[src/rtl/fixed_point_add_arbiter_pkg.sv]
// Shared widths, FSM encodings and requester IDs for the shared fixed-point adder arbiter.
package fixed_point_add_arbiter_pkg;
    localparam int DEF_INTEGER_PART_WIDTH    = 8;
    localparam int DEF_FRACTIONAL_PART_WIDTH = 8;

    typedef enum logic [1:0] {
        IDLE    = 2'd0,
        COMPUTE = 2'd1,
        RESPOND = 2'd2
    } state_e;

    localparam logic REQ_ID0 = 1'b0;
    localparam logic REQ_ID1 = 1'b1;
endpackage

[src/rtl/fixed_point_add_arbiter_add.sv]
// Combinational saturating signed fixed-point adder (fixed_point_add).
module fixed_point_add #(
    parameter int INTEGER_PART_WIDTH    = 8,
    parameter int FRACTIONAL_PART_WIDTH = 8,
    localparam int NUMBER_WIDTH         = INTEGER_PART_WIDTH + FRACTIONAL_PART_WIDTH
) (
    input  logic [NUMBER_WIDTH-1:0] a_i,
    input  logic [NUMBER_WIDTH-1:0] b_i,
    output logic [NUMBER_WIDTH-1:0] sum_o,
    output logic                    saturated_o
);
    localparam logic [NUMBER_WIDTH-1:0] MAX_VAL = {1'b0, {(NUMBER_WIDTH-1){1'b1}}};
    localparam logic [NUMBER_WIDTH-1:0] MIN_VAL = {1'b1, {(NUMBER_WIDTH-1){1'b0}}};

    logic [NUMBER_WIDTH-1:0] wrap_sum;

    always_comb begin
        wrap_sum    = a_i + b_i;
        // Overflow only possible when operand signs agree and the wrapped sign flips.
        saturated_o = (a_i[NUMBER_WIDTH-1] == b_i[NUMBER_WIDTH-1]) &&
                      (wrap_sum[NUMBER_WIDTH-1] != a_i[NUMBER_WIDTH-1]);
        if (saturated_o) sum_o = a_i[NUMBER_WIDTH-1] ? MIN_VAL : MAX_VAL;
        else             sum_o = wrap_sum;
    end
endmodule

[src/rtl/fixed_point_add_arbiter.sv]
// Round-robin arbiter sharing one saturating adder between two requesters; one op in flight.
module fixed_point_add_arbiter
    import fixed_point_add_arbiter_pkg::*;
#(
    parameter int INTEGER_PART_WIDTH    = DEF_INTEGER_PART_WIDTH,
    parameter int FRACTIONAL_PART_WIDTH = DEF_FRACTIONAL_PART_WIDTH,
    localparam int NUMBER_WIDTH         = INTEGER_PART_WIDTH + FRACTIONAL_PART_WIDTH
) (
    input  logic                    clk,
    input  logic                    rst_n,
    input  logic                    req0_valid,
    output logic                    req0_ready,
    input  logic [NUMBER_WIDTH-1:0] req0_a,
    input  logic [NUMBER_WIDTH-1:0] req0_b,
    input  logic                    req1_valid,
    output logic                    req1_ready,
    input  logic [NUMBER_WIDTH-1:0] req1_a,
    input  logic [NUMBER_WIDTH-1:0] req1_b,
    output logic                    resp_valid,
    input  logic                    resp_ready,
    output logic                    resp_id,
    output logic [NUMBER_WIDTH-1:0] resp_result,
    output logic                    resp_saturated
);
    state_e                  state_q, state_d;
    logic                    last_grant_q, last_grant_d;
    logic                    resp_valid_q, resp_valid_d;
    logic                    resp_id_q, resp_id_d;
    logic [NUMBER_WIDTH-1:0] resp_result_q, resp_result_d;
    logic                    resp_sat_q, resp_sat_d;
    logic [NUMBER_WIDTH-1:0] op_a_q, op_b_q;
    logic                    op_id_q;

    logic                    grant;
    logic                    accept;
    logic [NUMBER_WIDTH-1:0] add_sum;
    logic                    add_sat;

    fixed_point_add #(
        .INTEGER_PART_WIDTH   (INTEGER_PART_WIDTH),
        .FRACTIONAL_PART_WIDTH(FRACTIONAL_PART_WIDTH)
    ) u_add (
        .a_i        (op_a_q),
        .b_i        (op_b_q),
        .sum_o      (add_sum),
        .saturated_o(add_sat)
    );

    // Contention goes to whoever did not win last; otherwise the lone requester wins.
    always_comb begin
        if (req0_valid && req1_valid) grant = ~last_grant_q;
        else                          grant = req1_valid ? REQ_ID1 : REQ_ID0;
        req0_ready = (state_q == IDLE) && (grant == REQ_ID0) && req0_valid;
        req1_ready = (state_q == IDLE) && (grant == REQ_ID1) && req1_valid;
        accept     = req0_ready || req1_ready;
    end

    always_comb begin
        state_d       = state_q;
        last_grant_d  = last_grant_q;
        resp_valid_d  = resp_valid_q;
        resp_id_d     = resp_id_q;
        resp_result_d = resp_result_q;
        resp_sat_d    = resp_sat_q;
        unique case (state_q)
            IDLE: begin
                if (accept) begin
                    last_grant_d = grant;
                    state_d      = COMPUTE;
                end
            end
            COMPUTE: begin
                resp_result_d = add_sum;
                resp_sat_d    = add_sat;
                resp_id_d     = op_id_q;
                resp_valid_d  = 1'b1;
                state_d       = RESPOND;
            end
            RESPOND: begin
                if (resp_ready) begin
                    resp_valid_d = 1'b0;
                    state_d      = IDLE;
                end
            end
            default: state_d = IDLE;
        endcase
    end

    always_ff @(posedge clk or negedge rst_n) begin
        if (!rst_n) begin
            state_q       <= IDLE;
            last_grant_q  <= REQ_ID1;
            resp_valid_q  <= 1'b0;
            resp_id_q     <= 1'b0;
            resp_result_q <= '0;
            resp_sat_q    <= 1'b0;
        end else begin
            state_q       <= state_d;
            last_grant_q  <= last_grant_d;
            resp_valid_q  <= resp_valid_d;
            resp_id_q     <= resp_id_d;
            resp_result_q <= resp_result_d;
            resp_sat_q    <= resp_sat_d;
        end
    end

    // Operands carry no reset; they are only consumed after a handshake loads them.
    always_ff @(posedge clk) begin
        if (accept) begin
            op_a_q  <= grant ? req1_a : req0_a;
            op_b_q  <= grant ? req1_b : req0_b;
            op_id_q <= grant;
        end
    end

    assign resp_valid     = resp_valid_q;
    assign resp_id        = resp_id_q;
    assign resp_result    = resp_result_q;
    assign resp_saturated = resp_sat_q;
endmodule

[config.mk]
export PLATFORM = sky130hd
export DESIGN_NAME = fixed_point_add_arbiter
export DESIGN_NICKNAME = d
export VERILOG_FILES = /design/src/rtl/fixed_point_add_arbiter_pkg.sv /design/src/rtl/fixed_point_add_arbiter_add.sv /design/src/rtl/fixed_point_add_arbiter.sv
export SDC_FILE = /design/constraint.sdc
export NUM_CORES = 1
export LEC_CHECK = 0
export BUFFER_PORTS_ARGS = -buffer_cell sky130_fd_sc_hd__buf_2
export CORE_MARGIN = 3
export CORE_UTILIZATION = 45
export CTS_BUF_LIST = sky130_fd_sc_hd__clkbuf_4
export DETAILED_ROUTE_END_ITERATION = 10
export PLACE_DENSITY = 0.71
export SLEW_MARGIN = 30
export SYNTH_ARGS = -nofsm -noshare
export SYNTH_HDL_FRONTEND = slang
export SYNTH_HIERARCHICAL = 1
export SYNTH_SLANG_ARGS = --single-unit
[constraint.sdc]
create_clock -name clk -period 5.9 [get_ports clk]
set_clock_uncertainty 0.1 [all_clocks]
set_input_delay 0.885 -clock clk [delete_from_list [all_inputs] [get_ports clk]]
set_output_delay 0.885 -clock clk [all_outputs]
set_load 0.05 [all_outputs]
# --- Yosys cells after proc, flatten, opt, wreduce, memory -nomap -nowiden ---
# Index checks and enable logic that the tools add are counted.
classes:
  addsub: 1
  n_eq_ne: 6
  muxes: 11
  bitwise: 2
  reduce_logical: 12
ops:
  columns: ["operator", "n"]
  rows:
  - ["2-to-1 mux 16 bit", 4]
  - ["adder 16 bit", 1]
  - ["logical AND 1 bit", 6]
  - ["one-hot mux 2 bit (3 select lines)", 1]
  - ["AND reduction 2 bit", 3]
  - ["2-to-1 mux 2 bit", 2]
  - ["inequality test 2 bit (second input constant)", 2]
  - ["2-to-1 mux 1 bit", 3]
  - ["equality test 2 x 1 -> 1 bit (second input constant)", 1]
  - ["equality test 2 bit (second input constant)", 1]
  - ["logical NOT 2 bit", 1]
  - ["NOT 1 bit", 2]
  - ["one-hot mux 1 bit (2 select lines)", 1]
  - ["nonzero test 2 bit", 1]
  - ["equality test 1 bit", 1]
  - ["logical OR 1 bit", 1]
  - ["inequality test 1 bit", 1]
totals:
  reg_bits: 55
  in_bits: 69
  out_inout_bits: 21
  elab_cells: 41

# --- Longest topological paths before layout ---
logic_depth:
  word_depth: 8
  ltp_mapped: 9

# --- Hierarchy ---
# Netlist, hierarchy kept.
modules_own_cells:
  columns: ["module", "instances", "cells_per_inst", "area_each_um2", "seq_area_each_um2"]
  rows:
  - ["fixed_point_add_arbiter", 1, 127, 2264.7, 1542.7]
  - ["fixed_point_add", 1, 112, 879.6, 0.0]

# --- Worst setup path before layout ---
# No wires, ideal clock.
synth_path:
  path_kind: "input to output"
  from: "in req1_valid"
  to: "out req1_ready"
  arrival_time_ns: 1.739
  t_required_ns: 4.915
  slack_ns: 3.176
  stages: 3
  n_path_buf: 1
  path_cell_list: "a21boi_4 > buf_6 > and2_1"
synth_between:
  elab_chain_cells: 4
  elab_cells_between_ends: 5
  cone_classes: "mux: 2; reduce/logical: 3"
synth_rtl:
  columns: ["element", "line", "text"]
  rows:
  - ["start, declared", "fixed_point_add_arbiter.sv:15", "input logic req1_valid,"]
  - ["2-to-1 mux 1 bit / logical AND 1 bit (equally long branches)", "fixed_point_add_arbiter.sv:52, fixed_point_add_arbiter.sv:51", null]
  - ["2-to-1 mux 1 bit (*)", "fixed_point_add_arbiter.sv:51", "if (req0_valid && req1_valid) grant = ~last_grant_q;"]
  - ["via grant", "fixed_point_add_arbiter.sv:34", "logic grant;"]
  - ["logical AND 1 bit (*) (2 in a row)", "fixed_point_add_arbiter.sv:54", "req1_ready = (state_q == IDLE) && (grant == REQ_ID1) && req1_valid;"]
  - ["end, declared", "fixed_point_add_arbiter.sv:16", "output logic req1_ready,"]
# Mark *: on every way through the listed nets, which the timed path passes. The rest lies on a longest branch.

# --- Worst setup path in the final report ---
layout_path:
  from: "in req1_valid"
  to: "out req1_ready"
layout_between:
  elab_chain_cells: 4
  elab_cells_between_ends: 5
  cone_classes: "mux: 2; reduce/logical: 3"
layout_rtl:
  columns: ["element", "line"]
  rows:
  - ["2-to-1 mux 1 bit / logical AND 1 bit (equally long branches)", "fixed_point_add_arbiter.sv:52, fixed_point_add_arbiter.sv:51"]
  - ["2-to-1 mux 1 bit", "fixed_point_add_arbiter.sv:51"]
  - ["logical AND 1 bit", "fixed_point_add_arbiter.sv:54"]
  - ["logical AND 1 bit (*)", "fixed_point_add_arbiter.sv:54"]
# Mark *: on every way between the ends. The rest lies on a longest branch, timed or not.

==> metrics <==
vias in the first global route=2075; final hold vios=0; WS Path Type=input port to output pin; root buf cell=clkbuf_4; DRT iter0 DRCs=93; first-pass GRT wire length=9735 µm; I/O Buffers=89; Max Freq=roughly 320 MHz; initial antenna violation count=0; Synth Cell Area=0.003144 mm²; global routing met2 resource utilization=25.13%; gr busiest metal=met2; Max-Cap Viols=0; largest family of logic cells by synthesized area=multiplexers; io pins=90; Data required, critical path=4.91 ns; flop-to-flop setup slack=2.85 ns; Seq/Total Area, Yosys=49.06%; most frequent cells in the layout=89 x buf_2, 48 x mux2_2, 33 x edfxtp_1; Total Die Area=roughly 0.008 mm²; Post-synth EDFFs=33; Post-Synth XOR/XNOR Area=2.786%; post-CTS setup buffers=0; die width=89.59 µm; total congestion overflow=0; HP Class=input port to async pin; Final #Nets=413; post-synth cell types=50; Setup TNS=0 ns; Syn Inst Count=239; crit path DAT=between 2 and 2.5 ns; Clock Path Buffers=2; part of the cycle the worst path needs=52.85%; Mean Syn Cell Area=13.16 µm²; Initial Utilization=47.88%; Detailed Routing Iterations Pass 1=4; post-synthesis simple-gate area fraction=5.292%; asr flop ratio synth=40.00%; largest net degree at the start of global routing=34; CTS resizes=0; CP max FO=22; Final Max Tran Viols=0; H-tree depth=2; PwrDens=554.5 mW/mm²; wire per inst=13.83 µm; Final GP Congestion=between 0.8 and 0.9; Yosys warnings=6; TritonCTS clock tree=yes; commonest non-fill, non-tap cell in the layout=buf_2; Worst-Skew Late Latency=0.37 ns; RSZ-0062 raised after global routing=no; hold bufs inserted after CTS=0; predominant post-synthesis flop cell=edfxtp_1; Worst Max-Slew Pin Slew=0.8482 ns; total power after layout=just over 2 mW; via/cell ratio=around 5.1; Worst setup EP type=output pin; leak pwr=1.586 nW; # rows=29; Worst-path clk slew=0.15 ns; worst vdd ir=223.5 µV; Post-DRT Antenna Nets=0; Tot GR Track Use=approximately 15%; adder-cell share of the synthesized area=6.924%; vias=2150; Final HPWL DP=4480 µm; # diodes=0; Core Region=about 0.0066 mm²; Die Ht=89.59 µm; Max-slew headroom=43.45%; met1 GRT Util=a little over a fifth; Period minus WS final=3.118 ns; share of cells above drive strength 1=49.54%; Critical Path Source Type=input port; GR Util met3=3.650%; # clock sinks=between 50 and 60; status=complete, no violations; Area Overhead vs Synth=18.23%; count of final setup violators=0; DRC=0; TritonCTS buffer count=5; DRT Wirelength=5838 µm; Compound-Gate Fraction of Synth Area=14.80%; multiplexer share of the synthesized area=17.91%; Seq cells post-synth=55; Synthesized Nets=324
final timing paths:
kind | start | end | depth (start not counted)
setup reg to reg | op_a_q[7] | resp_result[7] | 8
hold / removal | rst_n | resp_id | 1
min in group clk | op_id_q | resp_id | 1
max in group asynchronous | rst_n | last_grant_q | 1
hold reg to reg | op_id_q | resp_id | 1
setup / recovery | req1_valid | req1_ready | 5
critical path: stages:
cell	delay (ns)
buf_2	0.12
a21boi_4	0.51
buf_16	0.23
and2_1	0.13
buf_2	0.25
cells in the mapped netlist (2+ instances only):
library cell,count,area (µm²)
o22ai_1,14,87.58
a21oi_1,13,65.06
o21a_1,5,37.54
inv_1,5,18.77
nor2_1,5,18.77
buf_6,6,67.56
o32ai_1,2,17.52
nand3_1,3,15.01
xor2_1,7,61.31
edfxtp_1,33,991.0
xnor2_1,3,26.28
a21o_1,4,30.03
and3_2,2,15.01
a211oi_1,3,22.52
mux2_1,2,22.52
mux2_2,48,540.5
nand2_1,9,33.78
a31oi_1,3,18.77
o21ai_0,6,30.03
and2_1,2,12.51
ha_1,15,187.7
dfrtp_1,21,525.5
metrics by stage:
| step | setup slack, ns | instances | utilization (%) | instance area (µm²) | hold slack, ns |
|---|---|---|---|---|---|
| after detailed placement | 2.752 | 414 | 55.74 | 3661 | 0.3817 |
| after global routing | 2.627 | 422 | 56.60 | 3717 | 0.3552 |
| after CTS | 2.747 | 422 | 56.53 | 3712 | 0.3474 |
| after floorplan | 3.176 | 239 | - | 3144 | 0.3538 |
| after global placement | 2.572 | 413 | 55.32 | 3633 | 0.3575 |
| final | 2.782 | 422 | 56.60 | 3717 | 0.3430 |
layer usage:
layer / wire length (µm) / part of all wire [%] / up-vias
met5: 0 / 0 / -
met4: 46 / 0.79 / 0
met3: 353 / 6.0 / 5
met2: 2790 / 48 / 54
met1: 2647 / 45 / 995
li1: - / - / 1096
cell type report:
cell class                 count  area [µm²]
fill                         582        2850
sequential                    55        1543
multi-input combinational    170        1508
tap                           93       116.4
timing repair buffer          91       480.5
inverter                       5       18.77
clock inverter                 3       13.76
clock buffer                   5       37.54
cells by family after synthesis:
group | count (synthesis)
mux | 50
flops | 55
simple gates | 31
fa+ha+maj | 17
compound gates | 62
xor+xnor | 10
buf+inv | 14
report_power, final:
group	internal (mW)	total (mW)	switching, mW
Combinational	0.486	1.24	0.750
Sequential	0.595	0.666	0.0710
Clock	0.0449	0.160	0.115
Total	1.13	2.06	0.936
registers in the layout (all words and copies together) (netlist names):
signal / flops
op_a_q: 16
op_b_q: 16
resp_result: 16
state_q: 2
last_grant_q: 1
op_id_q: 1
resp_id: 1
resp_saturated: 1
resp_valid: 1
Note: power is estimated with default switching activity, not from simulation.
